**src/rtl/dzcpu_ucode_pkg.sv**
```systemverilog
// rtl/dzcpu_ucode_pkg.sv - flow-control codes and sequencer state encoding for the micro-op sequencer
// INT state exists only when DZCPU_UCODE_INT_EN is defined.
package dzcpu_ucode_pkg;

    localparam int FC_W = 3;

    localparam logic [FC_W-1:0] FC_OP     = 3'd0;
    localparam logic [FC_W-1:0] FC_EOF    = 3'd1;
    localparam logic [FC_W-1:0] FC_EOF_Z  = 3'd2;
    localparam logic [FC_W-1:0] FC_EOF_NZ = 3'd3;
    localparam logic [FC_W-1:0] FC_JCB    = 3'd4;

    typedef enum logic [1:0] {
        ST_IDLE = 2'd0,
        ST_RUN  = 2'd1
`ifdef DZCPU_UCODE_INT_EN
        ,
        ST_INT  = 2'd2
`endif
    } seq_state_e;

endpackage

```
**src/rtl/dzcpu_ucode_seq_if.sv**
```systemverilog
// rtl/dzcpu_ucode_seq_if.sv - macro-op / micro-op handshake bundle of the sequencer
// iIrq is present only when DZCPU_UCODE_INT_EN is defined.
interface dzcpu_ucode_seq_if #(
    parameter int UOP_W  = 13,
    parameter int ADDR_W = 8
);
    logic              iMopValid;
    logic              oMopReady;
    logic [7:0]        iMop;
    logic [7:0]        iCbOp;
    logic              iFlagZ;
    logic              oUopValid;
    logic              iUopReady;
    logic [UOP_W-1:0]  oUop;
    logic [ADDR_W-1:0] oUpc;
    logic              oUpcOvf;
`ifdef DZCPU_UCODE_INT_EN
    logic              iIrq;
`endif

    modport slave (
`ifdef DZCPU_UCODE_INT_EN
        input  iIrq,
`endif
        input  iMopValid, iMop, iCbOp, iFlagZ, iUopReady,
        output oMopReady, oUopValid, oUop, oUpc, oUpcOvf
    );

    modport master (
`ifdef DZCPU_UCODE_INT_EN
        output iIrq,
`endif
        output iMopValid, iMop, iCbOp, iFlagZ, iUopReady,
        input  oMopReady, oUopValid, oUop, oUpc, oUpcOvf
    );

endinterface

```
**src/rtl/dzcpu_ucode_mem.sv**
```systemverilog
// rtl/dzcpu_ucode_mem.sv - combinational main LUT, CB LUT and micro-op ROM
// Payload bits are a fixed function of the address so every ROM word is distinct.
module dzcpu_ucode_mem
    import dzcpu_ucode_pkg::*;
#(
    parameter int                UOP_W   = 13,
    parameter int                ADDR_W  = 8,
    parameter logic [ADDR_W-1:0] INT_IDX = '0
) (
    input  logic [7:0]        mop,
    input  logic [7:0]        cb_op,
    input  logic [ADDR_W-1:0] rom_addr,
    output logic [ADDR_W-1:0] main_idx,
    output logic [ADDR_W-1:0] cb_idx,
    output logic [UOP_W-1:0]  rom_data
);

    logic [FC_W-1:0]       fc;
    logic [UOP_W-FC_W-1:0] payload;

    always_comb begin
        main_idx = '0;
        case (mop)
            8'h01:   main_idx = ADDR_W'(1);
            8'h20:   main_idx = ADDR_W'(5);
            8'h28:   main_idx = ADDR_W'(13);
            8'hCB:   main_idx = ADDR_W'(11);
            8'h76:   main_idx = ADDR_W'(17);
            8'hFF:   main_idx = ADDR_W'(253);
            default: main_idx = '0;
        endcase
    end

    always_comb begin
        cb_idx = '0;
        case (cb_op)
            8'h7C:   cb_idx = ADDR_W'(16);
            8'h40:   cb_idx = ADDR_W'(18);
            default: cb_idx = '0;
        endcase
    end

    // Anything not listed is an EOF word, so a stray jump always terminates.
    always_comb begin
        fc = FC_EOF;
        if (rom_addr == INT_IDX || rom_addr == INT_IDX + ADDR_W'(1)) begin
            fc = FC_OP;
        end else begin
            case (rom_addr)
                ADDR_W'(1), ADDR_W'(2), ADDR_W'(3), ADDR_W'(5), ADDR_W'(6),
                ADDR_W'(8), ADDR_W'(9), ADDR_W'(11), ADDR_W'(13), ADDR_W'(18),
                ADDR_W'(253), ADDR_W'(254), ADDR_W'(255): fc = FC_OP;
                ADDR_W'(7):  fc = FC_EOF_Z;
                ADDR_W'(14): fc = FC_EOF_NZ;
                ADDR_W'(12): fc = FC_JCB;
                ADDR_W'(17): fc = 3'd7;
                default:     fc = FC_EOF;
            endcase
        end
    end

    assign payload  = (UOP_W-FC_W)'(32'(rom_addr) * 32'd37 + 32'd5);
    assign rom_data = {fc, payload};

endmodule

```
**src/rtl/dzcpu_ucode_seq.sv**
```systemverilog
// rtl/dzcpu_ucode_seq.sv - micro-op sequencer: expands macro-ops into ROM micro-op flows
// Optional interrupt-flow entry at flow end is enabled by DZCPU_UCODE_INT_EN.
module dzcpu_ucode_seq
    import dzcpu_ucode_pkg::*;
#(
    parameter int                UOP_W        = 13,
    parameter int                ADDR_W       = 8,
    parameter logic [ADDR_W-1:0] INT_FLOW_IDX = 8'd163
) (
    input  logic              iClock,
    input  logic              iReset,
    dzcpu_ucode_seq_if.slave  bus
);

    seq_state_e        state_q, state_d;
    logic [ADDR_W-1:0] upc_q, upc_d;
    logic [UOP_W-1:0]  uop_q, uop_d;
    logic              valid_q, valid_d;
    logic              ovf_q, ovf_d;

    logic [ADDR_W-1:0] main_idx, cb_idx, rom_addr;
    logic [UOP_W-1:0]  rom_data;
    logic [FC_W-1:0]   fc;
    logic              flow_end, jump;

    dzcpu_ucode_mem #(
        .UOP_W   (UOP_W),
        .ADDR_W  (ADDR_W),
        .INT_IDX (INT_FLOW_IDX)
    ) u_mem (
        .mop      (bus.iMop),
        .cb_op    (bus.iCbOp),
        .rom_addr (rom_addr),
        .main_idx (main_idx),
        .cb_idx   (cb_idx),
        .rom_data (rom_data)
    );

    assign fc = uop_q[UOP_W-1 -: FC_W];

    always_comb begin
        flow_end = 1'b0;
        jump     = 1'b0;
        case (fc)
            FC_OP:     flow_end = 1'b0;
            FC_EOF_Z:  flow_end = bus.iFlagZ;
            FC_EOF_NZ: flow_end = !bus.iFlagZ;
            FC_JCB:    jump     = 1'b1;
            default:   flow_end = 1'b1;
        endcase
    end

    // The ROM is read at the next uPC so a completing micro-op is replaced on the same edge.
    always_comb begin
        rom_addr = upc_q;
        if (state_q != ST_IDLE && valid_q && bus.iUopReady && !flow_end)
            rom_addr = jump ? cb_idx : upc_q + ADDR_W'(1);
    end

    always_comb begin
        state_d = state_q;
        upc_d   = upc_q;
        uop_d   = uop_q;
        valid_d = valid_q;
        ovf_d   = ovf_q;
        case (state_q)
            ST_IDLE: begin
                if (bus.iMopValid) begin
                    state_d = ST_RUN;
                    upc_d   = main_idx;
                end
            end
            default: begin
                if (!valid_q) begin
                    uop_d   = rom_data;
                    valid_d = 1'b1;
                end else if (bus.iUopReady) begin
                    if (flow_end) begin
                        valid_d = 1'b0;
                        state_d = ST_IDLE;
`ifdef DZCPU_UCODE_INT_EN
                        if (state_q == ST_RUN && bus.iIrq) begin
                            state_d = ST_INT;
                            upc_d   = INT_FLOW_IDX;
                        end
`endif
                    end else if (!jump && upc_q == '1) begin
                        ovf_d   = 1'b1;
                        valid_d = 1'b0;
                        state_d = ST_IDLE;
                    end else begin
                        upc_d = rom_addr;
                        uop_d = rom_data;
                    end
                end
            end
        endcase
    end

    always_ff @(posedge iClock) begin
        if (iReset) begin
            state_q <= ST_IDLE;
            upc_q   <= '0;
            uop_q   <= '0;
            valid_q <= 1'b0;
            ovf_q   <= 1'b0;
        end else begin
            state_q <= state_d;
            upc_q   <= upc_d;
            uop_q   <= uop_d;
            valid_q <= valid_d;
            ovf_q   <= ovf_d;
        end
    end

    assign bus.oMopReady = (state_q == ST_IDLE);
    assign bus.oUopValid = valid_q;
    assign bus.oUop      = uop_q;
    assign bus.oUpc      = upc_q;
    assign bus.oUpcOvf   = ovf_q;

endmodule

```
**src/flat_wrapper.sv**
```systemverilog
// flat-port wrapper written by rule: the top's interface ports become plain ports
module dzcpu_ucode_seq_flat import dzcpu_ucode_pkg::*;
#(
    parameter int                UOP_W        = 13,
    parameter int                ADDR_W       = 8,
    parameter logic [ADDR_W-1:0] INT_FLOW_IDX = 8'd163
)
  (iClock, iReset, bus_iMopValid, bus_iMop, bus_iCbOp, bus_iFlagZ, bus_iUopReady, bus_oMopReady, bus_oUopValid, bus_oUop, bus_oUpc, bus_oUpcOvf);
  dzcpu_ucode_seq_if #(.UOP_W(UOP_W), .ADDR_W(ADDR_W)) bus_i ();
  input  logic iClock;
  input  logic iReset;
  input wire logic [$bits(bus_i.iMopValid)-1:0] bus_iMopValid;
  input wire logic [$bits(bus_i.iMop)-1:0] bus_iMop;
  input wire logic [$bits(bus_i.iCbOp)-1:0] bus_iCbOp;
  input wire logic [$bits(bus_i.iFlagZ)-1:0] bus_iFlagZ;
  input wire logic [$bits(bus_i.iUopReady)-1:0] bus_iUopReady;
  output wire logic [$bits(bus_i.oMopReady)-1:0] bus_oMopReady;
  output wire logic [$bits(bus_i.oUopValid)-1:0] bus_oUopValid;
  output wire logic [$bits(bus_i.oUop)-1:0] bus_oUop;
  output wire logic [$bits(bus_i.oUpc)-1:0] bus_oUpc;
  output wire logic [$bits(bus_i.oUpcOvf)-1:0] bus_oUpcOvf;
  assign bus_i.iMopValid = bus_iMopValid;
  assign bus_i.iMop = bus_iMop;
  assign bus_i.iCbOp = bus_iCbOp;
  assign bus_i.iFlagZ = bus_iFlagZ;
  assign bus_i.iUopReady = bus_iUopReady;
  assign bus_oMopReady = bus_i.oMopReady;
  assign bus_oUopValid = bus_i.oUopValid;
  assign bus_oUop = bus_i.oUop;
  assign bus_oUpc = bus_i.oUpc;
  assign bus_oUpcOvf = bus_i.oUpcOvf;
  dzcpu_ucode_seq #(.UOP_W(UOP_W), .ADDR_W(ADDR_W), .INT_FLOW_IDX(INT_FLOW_IDX)) u_core (.iClock(iClock), .iReset(iReset), .bus(bus_i));
endmodule
```
**config.mk**
```make
export PLATFORM = sky130hd
export DESIGN_NAME = dzcpu_ucode_seq_flat
export DESIGN_NICKNAME = d
export VERILOG_FILES = /design/src/rtl/dzcpu_ucode_pkg.sv /design/src/rtl/dzcpu_ucode_seq_if.sv /design/src/rtl/dzcpu_ucode_mem.sv /design/src/rtl/dzcpu_ucode_seq.sv /design/src/flat_wrapper.sv
export SDC_FILE = /design/constraint.sdc
export NUM_CORES = 1
export LEC_CHECK = 0
export ABC_AREA = 1
export CAP_MARGIN = 10
export CORE_ASPECT_RATIO = 2
export CORE_UTILIZATION = 35
export DETAILED_ROUTE_END_ITERATION = 8
export PLACE_DENSITY = 0.56
export SLEW_MARGIN = 10
export SYNTH_ARGS = -nofsm -noshare
export SYNTH_HDL_FRONTEND = slang
export SYNTH_SLANG_ARGS = --single-unit
```
**constraint.sdc**
```tcl
create_clock -name iClock -period 7.05 [get_ports iClock]
set_input_delay 1.0575 -clock iClock [delete_from_list [all_inputs] [get_ports iClock]]
set_output_delay 1.0575 -clock iClock [all_outputs]
set_load 0.005 [all_outputs]
```
Word-level counts from Yosys, hierarchy flattened:

Cells that the tools add are included.

* $mul: 1
* $add $sub $neg: 2
* equal/unequal tests: 37
* bitwise gates (word level): 2
* reduce and logical (&&, ||, !) cells: 20
* multiplexer cells: 28

Operators with widths (count)
* 8-bit equality test (second input constant): 8
* 8-bit two-way mux: 8
* 13-bit two-way mux: 4
* 8-bit by 4-bit equality test with 1-bit output (second input constant): 6
* 8-bit one-hot mux with 6 select lines: 1
* 8-bit by 3-bit equality test with 1-bit output (second input constant): 3
* 8-bit by 7-bit equality test with 1-bit output (second input constant): 3
* 8-bit by 1-bit equality test with 1-bit output (second input constant): 2
* 8-bit by 2-bit equality test with 1-bit output (second input constant): 2
* 8-bit by 5-bit equality test with 1-bit output (second input constant): 2
* 8-bit by 6-bit equality test with 1-bit output (second input constant): 2
* 3-bit one-hot mux with 5 select lines: 1
* 13-bit OR reduction: 1
* 2-bit two-way mux: 6
* 2-bit != test (second input constant): 6
* 10-bit by 3-bit adder with 10-bit output (second input constant): 1
* 8-bit by 6-bit multiplier with 10-bit output (second input constant): 1
* 5-bit one-hot mux with 2 select lines: 1
* 5-bit AND reduction: 2
* 8-bit by 1-bit adder with 8-bit output (second input constant): 1
* 4-bit AND reduction: 2
* 3-bit by 2-bit equality test with 1-bit output (second input constant): 2
* 2-bit nonzero test: 3
* 1-bit two-way mux: 5
* 11 further kinds: 17

* input bits: 21
* register bits after elaboration: 25

Depth between registers and ports, before layout:

* word-level depth: 14
* gate-level depth with buffers: 22
* depth with buffers taken out: 22

Cells and area by module:

From an unflattened synthesis, not the netlist that was laid out.

* cells, all modules: 442
* area total of the unflattened synthesis: 2655.0 um^2

Modules (own cells, without submodules)
* dzcpu_ucode_seq: area each 1468.9 um^2, times used 1, cells an instance 230, sequential area each 480.5 um^2
* dzcpu_ucode_mem: area each 1186.1 um^2, times used 1, cells an instance 212, sequential area each 0.0 um^2

Least setup slack after synthesis:

OpenSTA, ideal clock, no wires.

* kind: input -> register
* from: input port bus_iFlagZ
* to: register u_core.uop_q[9] (netlist: u_core.bus.oUop[9])
* stages on the path: 20
* path buffers: 1
* path slack: 3.184 ns
* setup time: 0.117 ns
* arrival: 3.749 ns
* cell sequence: nand2_1 -> nand2_2 -> nand3_2 -> nor2_4 -> buf_8 -> nand2_2 -> nand2_4 -> inv_1 -> ha_1 -> ha_1 -> inv_1 -> fa_1 -> inv_1 -> ha_1 -> inv_1 -> o21bai_1 -> a21oi_1 -> a21oi_1 -> nor2_1 -> nor2_1

* cells in the longest elaborated chain, start to end: 11
* elaborated cells between the ends (all ways): 13

RTL lines
* from (decl): line flat_wrapper.sv:15 `input wire logic [$bits(bus_i.iFlagZ)-1:0] bus_iFlagZ;`
* 1-bit zero test: line dzcpu_ucode_seq.sv:47 `FC_EOF_NZ: flow_end = !bus.iFlagZ;`
* 1-bit one-hot mux with 3 select lines *: line dzcpu_ucode_seq.sv:44 `case (fc)`
* 1-bit zero test: line dzcpu_ucode_seq.sv:56 `if (state_q != ST_IDLE && valid_q && bus.iUopReady && !flow_end)`
* 1-bit logical AND: line dzcpu_ucode_seq.sv:56
* 8-bit two-way mux: line dzcpu_ucode_seq.sv:56
* 8-bit by 6-bit multiplier with 10-bit output: line dzcpu_ucode_mem.sv:62 `assign payload = (UOP_W-FC_W)'(32'(rom_addr) * 32'd37 + 32'd5);`
* 10-bit by 3-bit adder with 10-bit output: line dzcpu_ucode_mem.sv:62
* 13-bit two-way mux: line dzcpu_ucode_seq.sv:87 `end else if (!jump && upc_q == '1) begin`
* 13-bit two-way mux: line dzcpu_ucode_seq.sv:78 `if (flow_end) begin`
* 13-bit two-way mux: line dzcpu_ucode_seq.sv:77 `end else if (bus.iUopReady) begin`
* 13-bit two-way mux: line dzcpu_ucode_seq.sv:74 `if (!valid_q) begin`
* to (signal assigned): line dzcpu_ucode_seq.sv:110 `uop_q <= uop_d;`
* to (decl): line dzcpu_ucode_seq.sv:17 `logic [UOP_W-1:0] uop_q, uop_d;`

Every way passes the cells marked *; elsewhere a longest branch is shown, timed or not. The select of a mux whose other input is x is not followed.
A chain may end at the register's enable or synchronous reset.

Worst setup path after layout:

* from: input port bus_iUopReady
* to: register u_core.uop_q[8] (netlist: u_core.bus.oUop[8])

* cells in the longest elaborated chain, start to end: 9
* elaborated cells between the ends (all ways): 11

RTL lines
* from (decl): line flat_wrapper.sv:16 `input wire logic [$bits(bus_i.iUopReady)-1:0] bus_iUopReady;`
* 1-bit logical AND (2 in series): line dzcpu_ucode_seq.sv:56
* 8-bit two-way mux: line dzcpu_ucode_seq.sv:56
* 8-bit by 6-bit multiplier with 10-bit output: line dzcpu_ucode_mem.sv:62
* 10-bit by 3-bit adder with 10-bit output: line dzcpu_ucode_mem.sv:62
* 13-bit two-way mux: line dzcpu_ucode_seq.sv:87
* 13-bit two-way mux: line dzcpu_ucode_seq.sv:78
* 13-bit two-way mux: line dzcpu_ucode_seq.sv:77
* 13-bit two-way mux: line dzcpu_ucode_seq.sv:74

Several ways; a longest one is shown, not always the timed one. The select of a mux whose other input is x is not followed.

==> parameters.txt <==
Parameter                              Value

Run status
  Result of the run ... completed

STA
  Min Clock Period, post-route ... 4.54 ns
  Unrepaired setup endpoints after global routing ... no
  Max Freq ... 220 MHz
  Portion of the clock cycle consumed by the worst path in the final layout ... roughly 64%
  Final setup violation count ... 0
  Slew @ Worst Pin ... approximately 0.71 ns
  Max Transition Viols Final ... 0
  Setup TNS ... 0 ns
  Setup skew after layout ... about 0.0033 ns
  Slew Limit Headroom ... 52.2%
  Final Hold Viols ... 0

Critical path
  Arrival time at the worst endpoint ... about 4.7 ns
  Peak per-stage delay on the critical path ... 0.49 ns
  Critical Path Sink Type ... flip-flop
  Required arrival time at the worst endpoint ... 7.22 ns
  CP cell instances ... clkdlybuf4s50_1 -> nand3_1 -> inv_1 -> nand4_2 -> nor2_1 -> a21oi_1 -> ha_1 -> ha_1 -> fa_1 -> ha_1 -> a21oi_1 -> nor2_1 -> nor2_1 -> nand2_1 -> nand2_1 -> nand3_1 -> nand2_1 -> inv_1
  Cell family with most CP delay ... adder cells
  Count of buffer and inverter cells on the critical path ... 3
  Cell type of the slowest stage on the worst timing path ... sky130_fd_sc_hd__clkdlybuf4s50_1
  Max FO, Critical Path ... 10
  Crit Path Category ... in -> reg
  Kind of start point of the critical path ... primary input

Worst hold path
  Hold crit path type ... reg -> reg

Clock network
  Num CTS Buffers ... 3
  Post-CTS setup buffers ... 0
  Hold bufs inserted after CTS ... 0
  Clock-pin slew reported for the worst setup and hold paths after clock tree synthesis ... 0.07 ns
  Clk Latency, worst-skew pair ... around 0.27 ns
  Buffer type at the clock tree root ... sky130_fd_sc_hd__clkbuf_16
  CTS H-tree lvls ... 1
  Post-cts repair resize count ... 0
  TritonCTS clock tree ... yes
  Max Root-Sink Buffers ... 2
  Clock Sink Count ... 24

Die
  Die width ... 62.5 um
  Std cell rows ... between 40 and 50
  Die area ... 7680 sq um
  Ports ... 45
  Vertical die dimension ... 123 um
  Core Area ... 6990 sq um
  Starting density of the core ... 36.6%

Cells and area
  Final nets ... 503
  Total non-filler cell area in the finished layout ... between 3000 and 4000 sq um
  Layout cell share with drive strength beyond 1 ... 7.91%
  Final cell utilization of the core ... 45.4%
  Final antenna diode count ... 0
  Most common cell after layout, fill and taps aside ... sky130_fd_sc_hd__nand2_1
  Leading cell types in the layout, fill and taps excluded ... sky130_fd_sc_hd__nand2_1 (117), sky130_fd_sc_hd__inv_1 (66), sky130_fd_sc_hd__clkdlybuf4s50_1 (44), sky130_fd_sc_hd__nor2_1 (37), sky130_fd_sc_hd__nand3_1 (29)
  Layout overhead on the synthesized area ... 24.0%
  Fillers ... between 700 and 800

Power
  Total power per unit cell area ... 169 nW/um^2
  Peak ir drop on the vdd network ... 0.0000875 V
  Reported leakage power ... approximately 0.0016 uW

Global routing
  Global router's overall resource usage ... 19.9%
  Global-route wire length before repair ... 12.0 mm
  Number of antenna violations at the first check in global routing ... 0
  Congestion Overflow GR ... 0
  Largest net degree at the start of global routing ... 23
  Number of global-route vias before repair ... 2,720

Route
  TritonRoute pass-1 iters ... 4
  Wire per inst ... 13.5 um
  Via total after detailed routing ... 2,742
  Drt drc ... 0
  Final antenna-violating net count ... 0
  Detailed Route Iter0 Violations ... 84
  Total wire length ... between 7 and 8 mm
  Vias per std cell ... 5.03

Yosys
  Largest cells by area after synthesis ... sky130_fd_sc_hd__dfxtp_1 (19%), sky130_fd_sc_hd__nand2_1 (17%), sky130_fd_sc_hd__ha_1 (11%), sky130_fd_sc_hd__inv_1 (9.7%), sky130_fd_sc_hd__nand3_1 (5.7%)
  Cell taking the most area after synthesis ... sky130_fd_sc_hd__dfxtp_1
  Share of the synthesized area in compound gates (AO/OA/AOI/OAI) ... ~14%
  Post-synthesis instance total ... approximately 410
  Adder and majority cell fraction of the synthesized area ... 13.6%
  Seq/Total Area, Yosys ... 18.8%
  Nets in the synthesized netlist ... 461
  Synthesized area per cell ... 6.19 sq um
  Mux share of post-synthesis cell area ... 0%
  Synthesized-area fraction occupied by xor and xnor cells ... 1.71%
  Top-area cell type share of the netlist area ... 18.8%
  Flip-flop and latch count after synthesis ... 24
  Number of different library cells in the post-synthesis netlist ... 40
  Number of warnings issued by yosys ... 0
  Combinational family with the most area after synthesis ... simple AND/OR/NAND/NOR gates
  Summed instance area of the synthesized netlist ... 2560 sq um
  Post-Synth Simple-Gate Area ... 39.7%

Place
  Placed inst area ... 3070 sq um
  Count of input and output buffers ... 44
  HPWL after detailed placement ... roughly 6.1 mm
  Placer congestion estimate ... 0.874

Flow run
  Count of max-cap constraint violations ... 0
## layout make-up
cell class / instances / area (sq um) / area share (%)
Inverter: 69 / 259 / 8.16
Sequential cell: 24 / 480 / 15.1
Clock buffer: 3 / 75.1 / 2.36
Timing Repair Buffer: 44 / 440 / 13.9
Tap cell: 90 / 113 / 3.55
Clock inverter: 1 / 30.0 / 0.946
Multi-Input combinational cell: 314 / 1780 / 56.0
## worst register-to-register path, stage by stage, from the launching register on
cell	delay, ns
sky130_fd_sc_hd__dfxtp_1	0.62
sky130_fd_sc_hd__nand3_1	0.24
sky130_fd_sc_hd__inv_1	0.16
sky130_fd_sc_hd__nand4_2	0.23
sky130_fd_sc_hd__nor2_1	0.22
sky130_fd_sc_hd__a21oi_1	0.14
sky130_fd_sc_hd__ha_1	0.32
sky130_fd_sc_hd__ha_1	0.30
sky130_fd_sc_hd__fa_1	0.48
sky130_fd_sc_hd__ha_1	0.36
sky130_fd_sc_hd__a21oi_1	0.29
sky130_fd_sc_hd__nor2_1	0.08
sky130_fd_sc_hd__nor2_1	0.14
sky130_fd_sc_hd__nand2_1	0.07
sky130_fd_sc_hd__nand2_1	0.05
sky130_fd_sc_hd__nand3_1	0.06
sky130_fd_sc_hd__nand2_1	0.08
sky130_fd_sc_hd__inv_1	0.03
## through the flow
stage | hold WS (ns) | cells | total power (uW) | worst slack (ns)
after detailed placement | 0.472 | 541 | 370 | 2.25
after CTS | 0.489 | 545 | 542 | 2.53
after global routing | 0.513 | 545 | 570 | 2.20
after global placement | 0.456 | 541 | 367 | 2.37
after floorplan | 0.464 | 414 | 297 | 3.18
final | 0.478 | 545 | 537 | 2.51
## final timing paths
kind / depth (start not counted) / startpoint / slack [ns] / endpoint
setup / recovery: 18 / bus_iUopReady / 2.51 / u_core.bus.oUop[8]
setup reg to reg: 17 / u_core.state_q[0] / 3.09 / u_core.bus.oUop[8]
hold reg to reg: 2 / u_core.bus.oUpcOvf / 0.48 / u_core.bus.oUpcOvf
hold / removal: 2 / u_core.bus.oUpcOvf / 0.48 / u_core.bus.oUpcOvf
## flip-flops by register name, indices dropped and copies added (netlist names)
name and flops:
u_core.bus.oUop 13, u_core.bus.oUpc 8, u_core.bus.oUopValid 1, u_core.bus.oUpcOvf 1, u_core.state_q 1
## per-layer routing
metal / vias up / share of wire, % / global-route usage, %
li1: 1416 / - / -
met1: 1261 / 37 / 18.1
met2: 52 / 58 / 42.5
met3: 13 / 2.3 / 1.29
met4: 0 / 2.8 / 9.59
met5: - / 0 / 0
## power breakdown
part	leakage, uW	internal, uW	switching (uW)
logic	0.00132	86.3	120
registers	0.000198	147	12.4
clock network	0.0000511	113	57.1
total	0.00157	347	190
## synth_stat cells
cell type and number:
sky130_fd_sc_hd__a31oi_1 4, sky130_fd_sc_hd__nand2_2 10, sky130_fd_sc_hd__nand4_1 5, sky130_fd_sc_hd__nor2_2 2
sky130_fd_sc_hd__or2_2 3, sky130_fd_sc_hd__nand2_4 2, sky130_fd_sc_hd__clkinv_1 1, sky130_fd_sc_hd__a21oi_2 1
sky130_fd_sc_hd__buf_4 1, sky130_fd_sc_hd__buf_8 1, sky130_fd_sc_hd__a221oi_1 3, sky130_fd_sc_hd__a21oi_1 18
sky130_fd_sc_hd__nor2_4 2, sky130_fd_sc_hd__ha_1 23, sky130_fd_sc_hd__a211oi_1 1, sky130_fd_sc_hd__o21ai_1 1
sky130_fd_sc_hd__o21bai_1 1, sky130_fd_sc_hd__o211ai_1 1, sky130_fd_sc_hd__nor2_1 37, sky130_fd_sc_hd__nand3_2 5
sky130_fd_sc_hd__o31ai_1 2, sky130_fd_sc_hd__nor4_1 1, sky130_fd_sc_hd__inv_2 2, sky130_fd_sc_hd__nand4_2 1
sky130_fd_sc_hd__xor2_1 2, sky130_fd_sc_hd__xnor2_1 3, sky130_fd_sc_hd__o21ai_0 19, sky130_fd_sc_hd__dfxtp_1 24
sky130_fd_sc_hd__o41ai_1 2, sky130_fd_sc_hd__nand3_4 1, sky130_fd_sc_hd__buf_2 2, sky130_fd_sc_hd__nand3b_1 1
sky130_fd_sc_hd__inv_1 66, sky130_fd_sc_hd__nand3_1 29, sky130_fd_sc_hd__o21ai_2 3, sky130_fd_sc_hd__nor3_1 6
sky130_fd_sc_hd__clkbuf_1 3, sky130_fd_sc_hd__fa_1 3, sky130_fd_sc_hd__o21a_1 5, sky130_fd_sc_hd__nand2_1 117
## kinds of logic after synthesis
kind of cell,count (synthesis)
adder cells (fa/ha/maj),26
AO/OA/AOI/OAI,61
XOR/XNOR,5
buffers and inverters,76
flip-flops,24
AND/OR/NAND/NOR,222
Note: power is estimated with default switching activity, not from simulation.
